$ cat config.mk
export PLATFORM = sky130hd
export DESIGN_NAME = sev_seg_capture
export DESIGN_NICKNAME = d
export VERILOG_FILES = /design/src/rtl/sev_seg_pkg.sv /design/src/rtl/sev_seg_to_hex.sv /design/src/rtl/sev_seg_capture.sv
export SDC_FILE = /design/constraint.sdc
export NUM_CORES = 1
export LEC_CHECK = 0
export ABC_AREA = 1
export BUFFER_PORTS_ARGS = -buffer_cell sky130_fd_sc_hd__buf_2
export CORE_MARGIN = 8
export CORE_UTILIZATION = 48
export DETAILED_ROUTE_END_ITERATION = 10
export GPL_ROUTABILITY_DRIVEN = 0
export PLACE_DENSITY = 0.69
export RECOVER_POWER = 50
export SYNTH_ARGS = -nofsm -noshare
export SYNTH_HDL_FRONTEND = slang
export SYNTH_SLANG_ARGS = --single-unit
$ cat constraint.sdc
create_clock -name clk -period 2.45 [get_ports clk]
set_clock_uncertainty 0.05 [all_clocks]
set_input_delay 0.1225 -clock clk [delete_from_list [all_inputs] [get_ports clk]]
set_output_delay 0.1225 -clock clk [all_outputs]
set_load 0.02 [all_outputs]
$ cat src/rtl/sev_seg_pkg.sv
// Shared seven-segment code table (active-low, ca[6]=a ... ca[0]=g) used by both
// the display encoder and the readback decoder.
package sev_seg_pkg;

  localparam logic [6:0] SEG_0     = 7'b0000001;
  localparam logic [6:0] SEG_1     = 7'b1001111;
  localparam logic [6:0] SEG_2     = 7'b0010010;
  localparam logic [6:0] SEG_3     = 7'b0000110;
  localparam logic [6:0] SEG_4     = 7'b1001100;
  localparam logic [6:0] SEG_5     = 7'b0100100;
  localparam logic [6:0] SEG_6     = 7'b0100000;
  localparam logic [6:0] SEG_7     = 7'b0001111;
  localparam logic [6:0] SEG_8     = 7'b0000000;
  localparam logic [6:0] SEG_9     = 7'b0000100;
  localparam logic [6:0] SEG_A     = 7'b0001000;
  localparam logic [6:0] SEG_B     = 7'b1100000;
  localparam logic [6:0] SEG_C     = 7'b0110001;
  localparam logic [6:0] SEG_D     = 7'b1000010;
  localparam logic [6:0] SEG_E     = 7'b0110000;
  localparam logic [6:0] SEG_F     = 7'b0111000;
  localparam logic [6:0] SEG_BLANK = 7'b1111111;

  // Forward direction (Hex_To_Sev_Seg), kept on the same constants as the decoder.
  function automatic logic [6:0] hex_to_sev_seg(input logic [3:0] nibble);
    logic [6:0] seg;
    case (nibble)
      4'h0: seg = SEG_0;
      4'h1: seg = SEG_1;
      4'h2: seg = SEG_2;
      4'h3: seg = SEG_3;
      4'h4: seg = SEG_4;
      4'h5: seg = SEG_5;
      4'h6: seg = SEG_6;
      4'h7: seg = SEG_7;
      4'h8: seg = SEG_8;
      4'h9: seg = SEG_9;
      4'hA: seg = SEG_A;
      4'hB: seg = SEG_B;
      4'hC: seg = SEG_C;
      4'hD: seg = SEG_D;
      4'hE: seg = SEG_E;
      default: seg = SEG_F;
    endcase
    return seg;
  endfunction

endpackage

$ cat src/rtl/sev_seg_to_hex.sv
// Combinational decode of an active-low cathode pattern back to its hex nibble;
// flags blank and undecodable patterns.
module sev_seg_to_hex
  import sev_seg_pkg::*;
(
  input  logic [6:0] ca,
  output logic [3:0] nibble,
  output logic       valid,
  output logic       blank
);

  always_comb begin
    nibble = '0;
    valid  = 1'b1;
    blank  = 1'b0;
    case (ca)
      SEG_0: nibble = 4'h0;
      SEG_1: nibble = 4'h1;
      SEG_2: nibble = 4'h2;
      SEG_3: nibble = 4'h3;
      SEG_4: nibble = 4'h4;
      SEG_5: nibble = 4'h5;
      SEG_6: nibble = 4'h6;
      SEG_7: nibble = 4'h7;
      SEG_8: nibble = 4'h8;
      SEG_9: nibble = 4'h9;
      SEG_A: nibble = 4'hA;
      SEG_B: nibble = 4'hB;
      SEG_C: nibble = 4'hC;
      SEG_D: nibble = 4'hD;
      SEG_E: nibble = 4'hE;
      SEG_F: nibble = 4'hF;
      SEG_BLANK: begin
        valid = 1'b0;
        blank = 1'b1;
      end
      default: valid = 1'b0;
    endcase
  end

endmodule

$ cat src/rtl/sev_seg_capture.sv
// Readback monitor for the multiplexed seven-segment bus: captures each digit once
// its anode/cathode pattern has been stable long enough and rebuilds the value.
module sev_seg_capture
  import sev_seg_pkg::*;
#(
  parameter int NUM_DIGITS    = 4,
  parameter int STABLE_CYCLES = 16
) (
  input  logic                          clk,
  input  logic                          rst,
  input  logic [NUM_DIGITS-1:0]         an,
  input  logic [6:0]                    ca,
  output logic [4*NUM_DIGITS-1:0]       value,
  output logic [NUM_DIGITS-1:0]         digit_valid,
  output logic                          frame_done,
  output logic                          error,
  output logic [$clog2(NUM_DIGITS)-1:0] err_digit
);

  localparam int IW = $clog2(NUM_DIGITS);
  localparam int CW = $clog2(STABLE_CYCLES);
  localparam logic [CW-1:0] CNT_MAX = CW'(STABLE_CYCLES - 1);

  logic [NUM_DIGITS-1:0] s_an;
  logic [6:0]            s_ca;
  logic [CW-1:0]         cnt;
  logic                  done;

  logic                  same;
  logic                  eligible;
  logic                  capture;
  logic [IW-1:0]         idx;
  int unsigned           zeros;
  logic [3:0]            nib;
  logic                  seg_valid;
  logic                  seg_blank;
  logic [NUM_DIGITS-1:0] base_valid;
  logic [NUM_DIGITS-1:0] next_valid;

  sev_seg_to_hex u_dec (
    .ca     (s_ca),
    .nibble (nib),
    .valid  (seg_valid),
    .blank  (seg_blank)
  );

  always_comb begin
    zeros = 0;
    idx   = '0;
    for (int unsigned i = 0; i < NUM_DIGITS; i++) begin
      if (!s_an[i]) begin
        zeros = zeros + 1;
        idx   = IW'(i);
      end
    end
    eligible = (zeros == 1);
  end

  // The port sample must still match the held sample on the capture edge, so a
  // pattern held one edge short is dropped rather than captured as it leaves.
  always_comb begin
    same       = ({an, ca} == {s_an, s_ca});
    capture    = same && eligible && (cnt == CNT_MAX) && !done;
    base_valid = frame_done ? '0 : digit_valid;
    next_valid = base_valid;
    next_valid[idx] = 1'b1;
  end

  always_ff @(posedge clk) begin
    if (rst) begin
      s_an        <= '1;
      s_ca        <= '1;
      cnt         <= '0;
      done        <= 1'b0;
      value       <= '0;
      digit_valid <= '0;
      frame_done  <= 1'b0;
      error       <= 1'b0;
      err_digit   <= '0;
    end else begin
      s_an <= an;
      s_ca <= ca;
      if (!same) begin
        cnt  <= '0;
        done <= 1'b0;
      end else begin
        if (cnt != CNT_MAX) cnt <= cnt + 1'b1;
        if (capture) done <= 1'b1;
      end

      frame_done  <= 1'b0;
      error       <= 1'b0;
      digit_valid <= base_valid;
      if (capture) begin
        if (seg_valid) begin
          value[4*int'(idx) +: 4] <= nib;
          digit_valid             <= next_valid;
          frame_done              <= &next_valid;
        end else if (!seg_blank) begin
          error     <= 1'b1;
          err_digit <= idx;
        end
      end
    end
  end

endmodule
; Word-level counts from Yosys, hierarchy flattened
; Cells that the tools add are included.
[totals]
reg_bits = 40
latch_bits = 0
ram_bits = 0
rom_bits = 0
input_bits = 13
out_inout_bits = 24
wordCells = 73
memories = 0
[op_classes]
addsub = 5
mul = 0
n_div = 0
n_lt_le_gt_ge = 2
eq_ne = 20
shift = 2
mux = 17
bitwise = 5
n_reduce_logical = 13
[op_table]
columns = op, count
row1 = $add 32x1->32 const B, 3
row2 = $mux 32, 3
row3 = $pmux 4 s15, 1
row4 = $eq 7x6->1 const B, 5
row5 = $eq 7x7->1 const B, 5
row6 = $neg 4->33, 1
row7 = $shift 4x33->16 const A, 1
row8 = $shiftx 4x33->16, 1
row9 = $eq 32x1->1 const B, 1
row10 = $bwmux 16, 1
row11 = $reduce_or 16->1, 1
row12 = $eq 7x3->1 const B, 2
row13 = $eq 7x4->1 const B, 2
row14 = $mux 4, 3
row15 = $eq 11x11->1, 1
row16 = $eq 7x1->1 const B, 1
row17 = $eq 7x5->1 const B, 1
row18 = $logic_not 7->1, 1
row19 = $mux 1, 6
row20 = $reduce_or 3->1, 2
row21 = $add 4x1->4 const B, 1
row22 = $eq 4x4->1 const B, 1
row23 = $logic_and 1x1->1, 4
row24 = $mux 2, 2
row25 = other kinds (11), 14

; Longest topological paths before layout
; Gate-level depths: netlist (run 1).
[logic_depth]
depth_word = 13
ltp_mapped = 16
depth_no_buf = 15

; By module
; From an unflattened synthesis (run 1), not the netlist that was laid out.
[hier_totals]
cells_unflattened = 348
area_unflattened_um2 = 2298.5
[modules_own_cells]
columns = mod, instances, cells_each, area_each_um2
row1 = sev_seg_capture, 1, 275, 1979.4
row2 = sev_seg_to_hex, 1, 73, 319.1

; Least setup slack after synthesis (run 1)
; Ideal clock, no wire load.
[synth_path]
path_type = register to register
startpoint = reg s_an[1]
endpoint = reg value[5]
setup_time_ps = 113
t_arrival_ps = 2037
setup_slack_ps = 250
path_stages_with_launch = 14
period_less_slack_ps = 2200
path_cell_list = dfxtp_1 -> inv_1 -> ha_1 -> xnor2_1 -> ha_1 -> nand2_1 -> inv_1 -> nand2_1 -> a21oi_1 -> nand2_1 -> nor2_8 -> nand3_4 -> nor2_1 -> nor2_1
[synth_via]
elab_chain_len = 10
word_cells_on_any_way = 18
cone_classes = add/sub (3) / eq/ne (2) / shift (2) / mux (7) / reduce/logical (4)
[synth_rtl]
columns = element, line_no
row1 = start: declaration, sev_seg_capture.sv:24  ; logic [NUM_DIGITS-1:0] s_an;
row2 = start signal: assignment, sev_seg_capture.sv:81  ; s_an <= an;
row3 = $mux 32, sev_seg_capture.sv:51  ; if (!s_an[i]) begin
row4 = $add 32x1->32, sev_seg_capture.sv:52  ; zeros = zeros + 1;
row5 = $mux 32, sev_seg_capture.sv:51
row6 = $add 32x1->32, sev_seg_capture.sv:52
row7 = $mux 32, sev_seg_capture.sv:51
row8 = $eq 32x1->1, sev_seg_capture.sv:56  ; eligible = (zeros == 1);
row9 = $logic_and 1x1->1 (3 in series), sev_seg_capture.sv:63  ; capture = same && eligible && (cnt == CNT_MAX) && !done;
row10 = $reduce_and 2->1 (no line), --
row11 = end signal: indexed assignment, sev_seg_capture.sv:96  ; value[4*int'(idx) +: 4] <= nib;
row12 = end: declaration, sev_seg_capture.sv:13  ; output logic [4*NUM_DIGITS-1:0] value,
; Parallel ways exist; a longest one is shown, timed or not.
; A chain may end at the register's enable or synchronous reset.

; Worst setup path in the final report (run 1)
[layout_path]
startpoint = reg s_an[0]
endpoint = reg value[6]
[layout_via]
elab_chain_len = 12
word_cells_on_any_way = 13
cone_classes = add/sub (3) / eq/ne (2) / mux (4) / reduce/logical (4)
[layout_rtl]
columns = element, line_no
row1 = $mux 1, sev_seg_capture.sv:51
row2 = $add 32x1->32, sev_seg_capture.sv:52
row3 = $mux 32, sev_seg_capture.sv:51
row4 = $add 32x1->32, sev_seg_capture.sv:52
row5 = $mux 32, sev_seg_capture.sv:51
row6 = $add 32x1->32, sev_seg_capture.sv:52
row7 = $mux 32, sev_seg_capture.sv:51
row8 = $eq 32x1->1, sev_seg_capture.sv:56
row9 = $logic_and 1x1->1 (*) (3 in series), sev_seg_capture.sv:63
row10 = $reduce_and 2->1 (no line) (*), --
; Mark *: on every way between the ends. The rest lies on a longest branch, timed or not.

==> results of run 1 <==
[area by class of cell]
cell class,instances,area [um^2]
Fill cell,455,1900
Multi-Input combinational cell,283,1320
Sequential cell,40,801
Timing Repair Buffer,49,269
Inverter,57,214
Clock buffer,6,82.6
Tap cell,54,67.6
Clock inverter,2,38.8
[sequential cells by signal (all words and copies together), names as in the netlist]
register     cells
done             1
s_ca             7
cnt              4
value           16
frame_done       1
digit_valid      4
s_an             4
error            1
err_digit        2
[per-stage QoR]
stage	util, %	total power (uW)	hold WS, ns	area [um^2]	setup WS, ns
2_1_floorplan	-	774	0.169	2310	0.250
3_3_place_gp	54.5	808	0.272	2560	0.169
3_5_place_dp	54.5	810	0.280	2560	0.0967
4_1_cts	59.5	1390	0.0712	2790	0.0922
5_1_grt	59.6	1440	0.0990	2800	0.0668
6_report	59.6	1390	0.0826	2800	0.267
[layer usage]
layer,vias up,GRT usage [%],wire length (um)
li1,1272,-,-
met2,54,26.5,2450
met1,1024,20.5,2760
met3,7,4.15,328
met4,0,4.30,74
met5,-,0,0
[worst max path at each step]
stage / endpoint / startpoint / slack [ns]
floorplan: value[5] / s_an[1] / 0.25
global placement: value[4] / s_an[0] / 0.17
detailed placement: value[10] / s_an[0] / 0.1
CTS: value[10] / s_an[0] / 0.09
global route: value[3] / s_an[0] / 0.07
finish: value[6] / s_an[0] / 0.27
[timing repair]
action | 4_1_cts | 5_1_grt
resized for setup | 0 | 5
hold buffers | 11 | 0
endpoints found under the hold margin | 11 | 0
setup endpoints to repair | 0 | 21
[power by group]
part | internal, uW | leakage [uW] | switching (uW)
clock | 333 | 0.0000614 | 240
sequential | 659 | 0.000325 | 13.1
combinational | 54.5 | 0.00111 | 86.5
[logic make-up after synthesis]
family | after synthesis | synth area share (%)
buf+inv | 61 | 9.96
simple gates | 258 | 48.1
compound gates | 15 | 3.25
xor+xnor | 5 | 1.89
flops | 40 | 34.6
fa+ha+maj | 4 | 2.16
[placed cells by master, fill, tap and decap left out, drive strengths merged]
cell type,instances
bufinv,1
or2,2
dfxtp,40
inv,57
xnor2,3
o21ai,6
nand4,7
clkinv,1
nor2,89
xor2,2
nor3,4
buf,9
nand3,26
ha,4
a21oi,9
clkbuf,35
dlygate4sd3,11
nand2,130
nor4,1
==> impl_metrics.env, run 1 <==
export IMPL_status="finished clean"
export IMPL_synth_top_area_share_pct=34.6
export IMPL_min_to="digit_valid[3]"
export IMPL_drive_above_1_share_pct=8.47
export IMPL_worst_pin_slew_ns=0.496
export IMPL_yosysWarnings=0
export IMPL_cp_num_buf_inv=2
export IMPL_ys_seq_area_share_pct=34.6
export IMPL_worstSetupEndpointType="flop"
export IMPL_grt_max_degree=29
export IMPL_coreArea_um2=4690
export IMPL_drt_pass1_iterations=4
export IMPL_syn_avg_cell_area_um2=6.04
export IMPL_crit_required_ns=2.63
export IMPL_cpPeakStageDelay_ns=0.36
export IMPL_stdcell_count=491
export IMPL_worstPathCellList="inv_1 -> ha_4 -> xnor2_2 -> ha_1 -> nand2_1 -> inv_1 -> nand2_1 -> a21oi_1 -> nand2_2 -> nor2_8 -> nand3_4 -> nand2_1 -> nand2_1 -> nor2_1"
export IMPL_cts_tree="yes"
export IMPL_syn_cell_area_um2=2310
export IMPL_vias=2357
export IMPL_path_clk_slew_ns=0.08
export IMPL_grt_pass1_vias=2248
export IMPL_min_path_cells=2
export IMPL_gr_total_overflow=0
export IMPL_r2r_start="s_an[0]"
export IMPL_worstReg2RegEnd="value[6]"
export IMPL_cts_htree_levels=2
export IMPL_fmaxAchievable_ghz=0.458
export IMPL_clk_latency_ns=0.29
export IMPL_drtIter0Drc=161
export IMPL_cts_buffers=5
export IMPL_place_inst=471
export IMPL_routedWlPerCell_um=11.4
export IMPL_ant_nets=0
export IMPL_io_buffer_count=36
export IMPL_clock_sinks=40
export IMPL_fin_nets=453
export IMPL_grt_pass1_wl_mm=9.88
export IMPL_ir_drop_mv=0.376
export IMPL_rsz0062_at_grt="false"
export IMPL_io_pins=37
export IMPL_critical_path_class="flop to flop"
export IMPL_async_reset_ff_share_pct=0
export IMPL_synth_ff_type="dfxtp_1"
export IMPL_synthTopCellsByCount="nand2_1 (129), nor2_1 (86), inv_1 (52), dfxtp_1 (40), nand3_1 (21)"
export IMPL_track_usage_pct=16.2
export IMPL_critPathMostFrequentCell="nand2_1"
export IMPL_r2r_cells=14
export IMPL_hp_start="rst"
export IMPL_crit_fanout=7
export IMPL_cts_setup_buffers=0
export IMPL_num_antenna_cells=0
export IMPL_critical_path_slowest_cell="dfxtp_1"
export IMPL_antenna_found_initial=0
export IMPL_period_share_pct=89.1
export IMPL_min_path_type="primary input to flop"
export IMPL_relSlewSlack_pct=66.9
export IMPL_final_setup_tns_ns=0
export IMPL_syn_to_final_growth_pct=20.9
export IMPL_ys_top_cells_by_area="dfxtp_1 (35%), nand2_1 (21%), nor2_1 (14%), inv_1 (8.4%), nand3_1 (4.5%)"
export IMPL_initial_core_util_pct=49.3
export IMPL_num_rows=25
export IMPL_syn_instance_count=383
export IMPL_drc=0
export IMPL_setup_viol=0
export IMPL_die_x_um=85.4
export IMPL_synth_seq_cells=40
export IMPL_crit_cells=14
export IMPL_start_kind="flop"
export IMPL_worstPathArrival_ns=2.37
export IMPL_synth_edf_count=0
export IMPL_power_leakage_uw=0.00149
export IMPL_viasPerCell=4.80
export IMPL_crit_family="simple AND/OR/NAND/NOR gates"
export IMPL_yosys_area_top_type="dfxtp_1"
export IMPL_ctsLongestPathBuffers=2
export IMPL_finalHoldViolCount=0
export IMPL_synth_fp_nets=400
export IMPL_postRouteWirelength_mm=5.62
export IMPL_r2r_slack_ns=0.27
export IMPL_die_y_um=85.4
export IMPL_drv_slew=0
export IMPL_drv_cap=0
export IMPL_root_buffer="clkbuf_8"
export IMPL_dpl_hpwl_mm=4.32
export IMPL_period_minus_slack_ns=2.18
export IMPL_powerDensity_nw_per_um2=496
export IMPL_synth_cell_types=24
export IMPL_die_area_um2=7290
export IMPL_synthMostInstantiatedCell="nand2_1"
Note: power is estimated with default switching activity, not from simulation.
==> run 2, diff against run 1 <==
--- a/config.mk
+++ b/config.mk
@@ -15,4 +15,5 @@
 export RECOVER_POWER = 50
 export SYNTH_ARGS = -nofsm -noshare
 export SYNTH_HDL_FRONTEND = slang
+export SYNTH_HIERARCHICAL = 1
 export SYNTH_SLANG_ARGS = --single-unit
==> run 2 against run 1 <==
Non-clock buffer count grew 4. Clock power decreased by 18%. Utilization is 1.0 points lower. Via count decreased by 6.7%. Design area is 2.4% lower. Combinational power grew 6%. Synthesized cell count down 9.1%. Critical path type unchanged. Critical endpoint is now value[1].
==> impl_metrics.env, run 2 <==
export IMPL_initial_core_util_pct=49.3
export IMPL_track_usage_pct=14.8
export IMPL_synth_seq_cells=40
export IMPL_vias=2200
export IMPL_ys_seq_area_share_pct=34.8
export IMPL_critPathMostFrequentCell="nand2_1"
export IMPL_clk_latency_ns=0.29
export IMPL_grt_pass1_vias=2035
export IMPL_antenna_found_initial=0
export IMPL_viasPerCell=4.86
export IMPL_die_x_um=85.2
export IMPL_powerDensity_nw_per_um2=476
export IMPL_synth_cell_types=31
export IMPL_clock_sinks=40
export IMPL_worstPathCellList="inv_1 -> ha_4 -> inv_1 -> nand2_1 -> nand2_2 -> inv_2 -> ha_1 -> nand3b_2 -> nand2_1 -> nand2_1 -> nor2_4 -> buf_12 -> nand4_1 -> nand2_1 -> nor2_1"
export IMPL_cts_setup_buffers=0
export IMPL_dpl_instance_area_um2=2540
export IMPL_fin_area_um2=2730
export IMPL_synthTopCellsByCount="nand2_1 (91), nor2_1 (70), inv_1 (41), dfxtp_1 (40), nand4_1 (21)"
export IMPL_worstSetupEndpointType="flop"
export IMPL_yosysWarnings=6
export IMPL_die_area_um2=7260
export IMPL_period_minus_slack_ns=2.26
export IMPL_cts_buffers=5
export IMPL_fin_nets=416
export IMPL_yosys_area_top_type="dfxtp_1"
export IMPL_syn_to_final_growth_pct=18.7
export IMPL_r2r_slack_ns=0.19
export IMPL_start_kind="flop"
export IMPL_ant_nets=0
export IMPL_drt_pass1_iterations=5
export IMPL_final_util_pct=58.6
export IMPL_setup_viol=0
export IMPL_synth_edf_count=0
export IMPL_syn_instance_count=348
export IMPL_routedWlPerCell_um=11.4
export IMPL_finalHoldViolCount=0
export IMPL_root_buffer="clkbuf_8"
export IMPL_min_path_type="primary input to flop"
export IMPL_power_leakage_uw=0.00124
export IMPL_drtIter0Drc=109
export IMPL_final_common_cell="nand2_1"
export IMPL_grt_pass1_wl_mm=8.84
export IMPL_synth_top_area_share_pct=34.8
export IMPL_ir_drop_mv=0.276
export IMPL_fmaxAchievable_ghz=0.443
export IMPL_critical_path_slowest_cell="dfxtp_1"
export IMPL_critical_path_class="flop to flop"
export IMPL_drv_cap=0
export IMPL_num_antenna_cells=0
export IMPL_synthMostInstantiatedCell="nand2_1"
export IMPL_drv_slew=0
export IMPL_synth_fp_nets=365
export IMPL_worstPathArrival_ns=2.39
export IMPL_largest_reg_flops=16
export IMPL_fillers=474
export IMPL_relSlewSlack_pct=46.8
export IMPL_io_buffer_count=36
export IMPL_final_setup_tns_ns=0
export IMPL_coreArea_um2=4660
export IMPL_crit_required_ns=2.59
export IMPL_largestRegisters="value: 16 flops, s_ca: 7 flops"
export IMPL_top_register="value"
export IMPL_gr_total_overflow=0
export IMPL_status="finished clean"
export IMPL_syn_cell_area_um2=2300
export IMPL_cts_tree="yes"
export IMPL_layout_common_cells="nand2_1 (91), nor2_1 (70), inv_1 (41), dfxtp_1 (38), clkbuf_1 (30)"
export IMPL_num_rows=25
export IMPL_stdcell_count=453
export IMPL_place_inst=435
export IMPL_cpPeakStageDelay_ns=0.33
export IMPL_rsz0062_at_grt="false"
export IMPL_die_y_um=85.2
export IMPL_ctsLongestPathBuffers=2
export IMPL_crit_fanout=20
export IMPL_async_reset_ff_share_pct=0
export IMPL_syn_avg_cell_area_um2=6.60
export IMPL_grt_max_degree=21
export IMPL_period_share_pct=92.1
export IMPL_worst_pin_slew_ns=0.798
export IMPL_dpl_hpwl_mm=3.91
export IMPL_drive_above_1_share_pct=14.0
export IMPL_postRouteWirelength_mm=5.15
export IMPL_io_pins=37
export IMPL_synth_ff_type="dfxtp_1"
export IMPL_path_clk_slew_ns=0.07
export IMPL_drc=0
export IMPL_cts_htree_levels=2
export IMPL_ys_top_cells_by_area="dfxtp_1 (35%), nand2_1 (15%), nor2_1 (11%), inv_1 (6.7%), nand4_1 (5.7%)"
-- run 2: worst max-delay path: cells and delay by family (launching register included) --
family | cells | cell delay [ns]
fa+ha+maj | 2 | 0.54
buf+inv | 4 | 0.32
flops | 1 | 0.33
simple gates | 9 | 0.91
-- run 2: cells by family (layout without fill, tap and decap cells) --
kind of cell    count (synthesis)  count (layout)  share of synthesized area, %
buf+inv                        56             107                          10.8
fa+ha+maj                       4               4                          2.18
flops                          40              40                          34.8
simple gates                  230             230                          46.3
compound gates                 11              11                          3.21
xor+xnor                        7               7                          2.67
-- run 2: per-stage QoR --
| step | total power, uW | hold slack [ns] | setup WS, ns |
|---|---|---|---|
| floorplan | 790 | 0.169 | 0.231 |
| global placement | 822 | 0.272 | 0.148 |
| detailed placement | 825 | 0.278 | 0.108 |
| CTS | 1320 | 0.103 | 0.0894 |
| global route | 1360 | 0.263 | 0.00347 |
| finish | 1300 | 0.222 | 0.195 |
-- run 2: where the power goes --
group          total, uW  leakage, uW  switching, uW  internal [uW]
Combinational        149     0.000867           86.9           61.9
Clock                471    0.0000503            221            251
Sequential           678     0.000325           17.8            660
Total               1300      0.00124            325            973
-- run 2: metal layers --
metal  track usage [%]  up-vias  routed length [um]
li1                  -     1178                   -
met1              17.2      963                2360
met2              25.5       52                2430
met3              4.05        7                 282
met4              4.85        0                  69
met5                 0        -                   0
-- run 2: what timing repair did --
item,4_1_cts,5_1_grt
endpoints found under the setup margin,0,21
hold buffers,11,0
gates resized for setup,0,4
endpoints found under the hold margin,11,0
-- run 2: cell type report --
type | count | area [um^2] | share of cell area [%]
multi-input cells | 252 | 1270 | 46.4
flip-flops and latches | 40 | 803 | 29.4
repair buffers | 53 | 308 | 11.3
inverters | 47 | 186 | 6.83
clock buffers | 7 | 96.3 | 3.53
well taps | 54 | 67.6 | 2.48
-- run 2: worst paths after layout --
kind                                from  endpoint  cells after the start
worst max-delay path             s_an[0]  value[1]                     15
worst min-delay path                 rst     error                      2
worst max register to register   s_an[0]  value[1]                     15
worst min register to register  value[1]  value[1]                      2
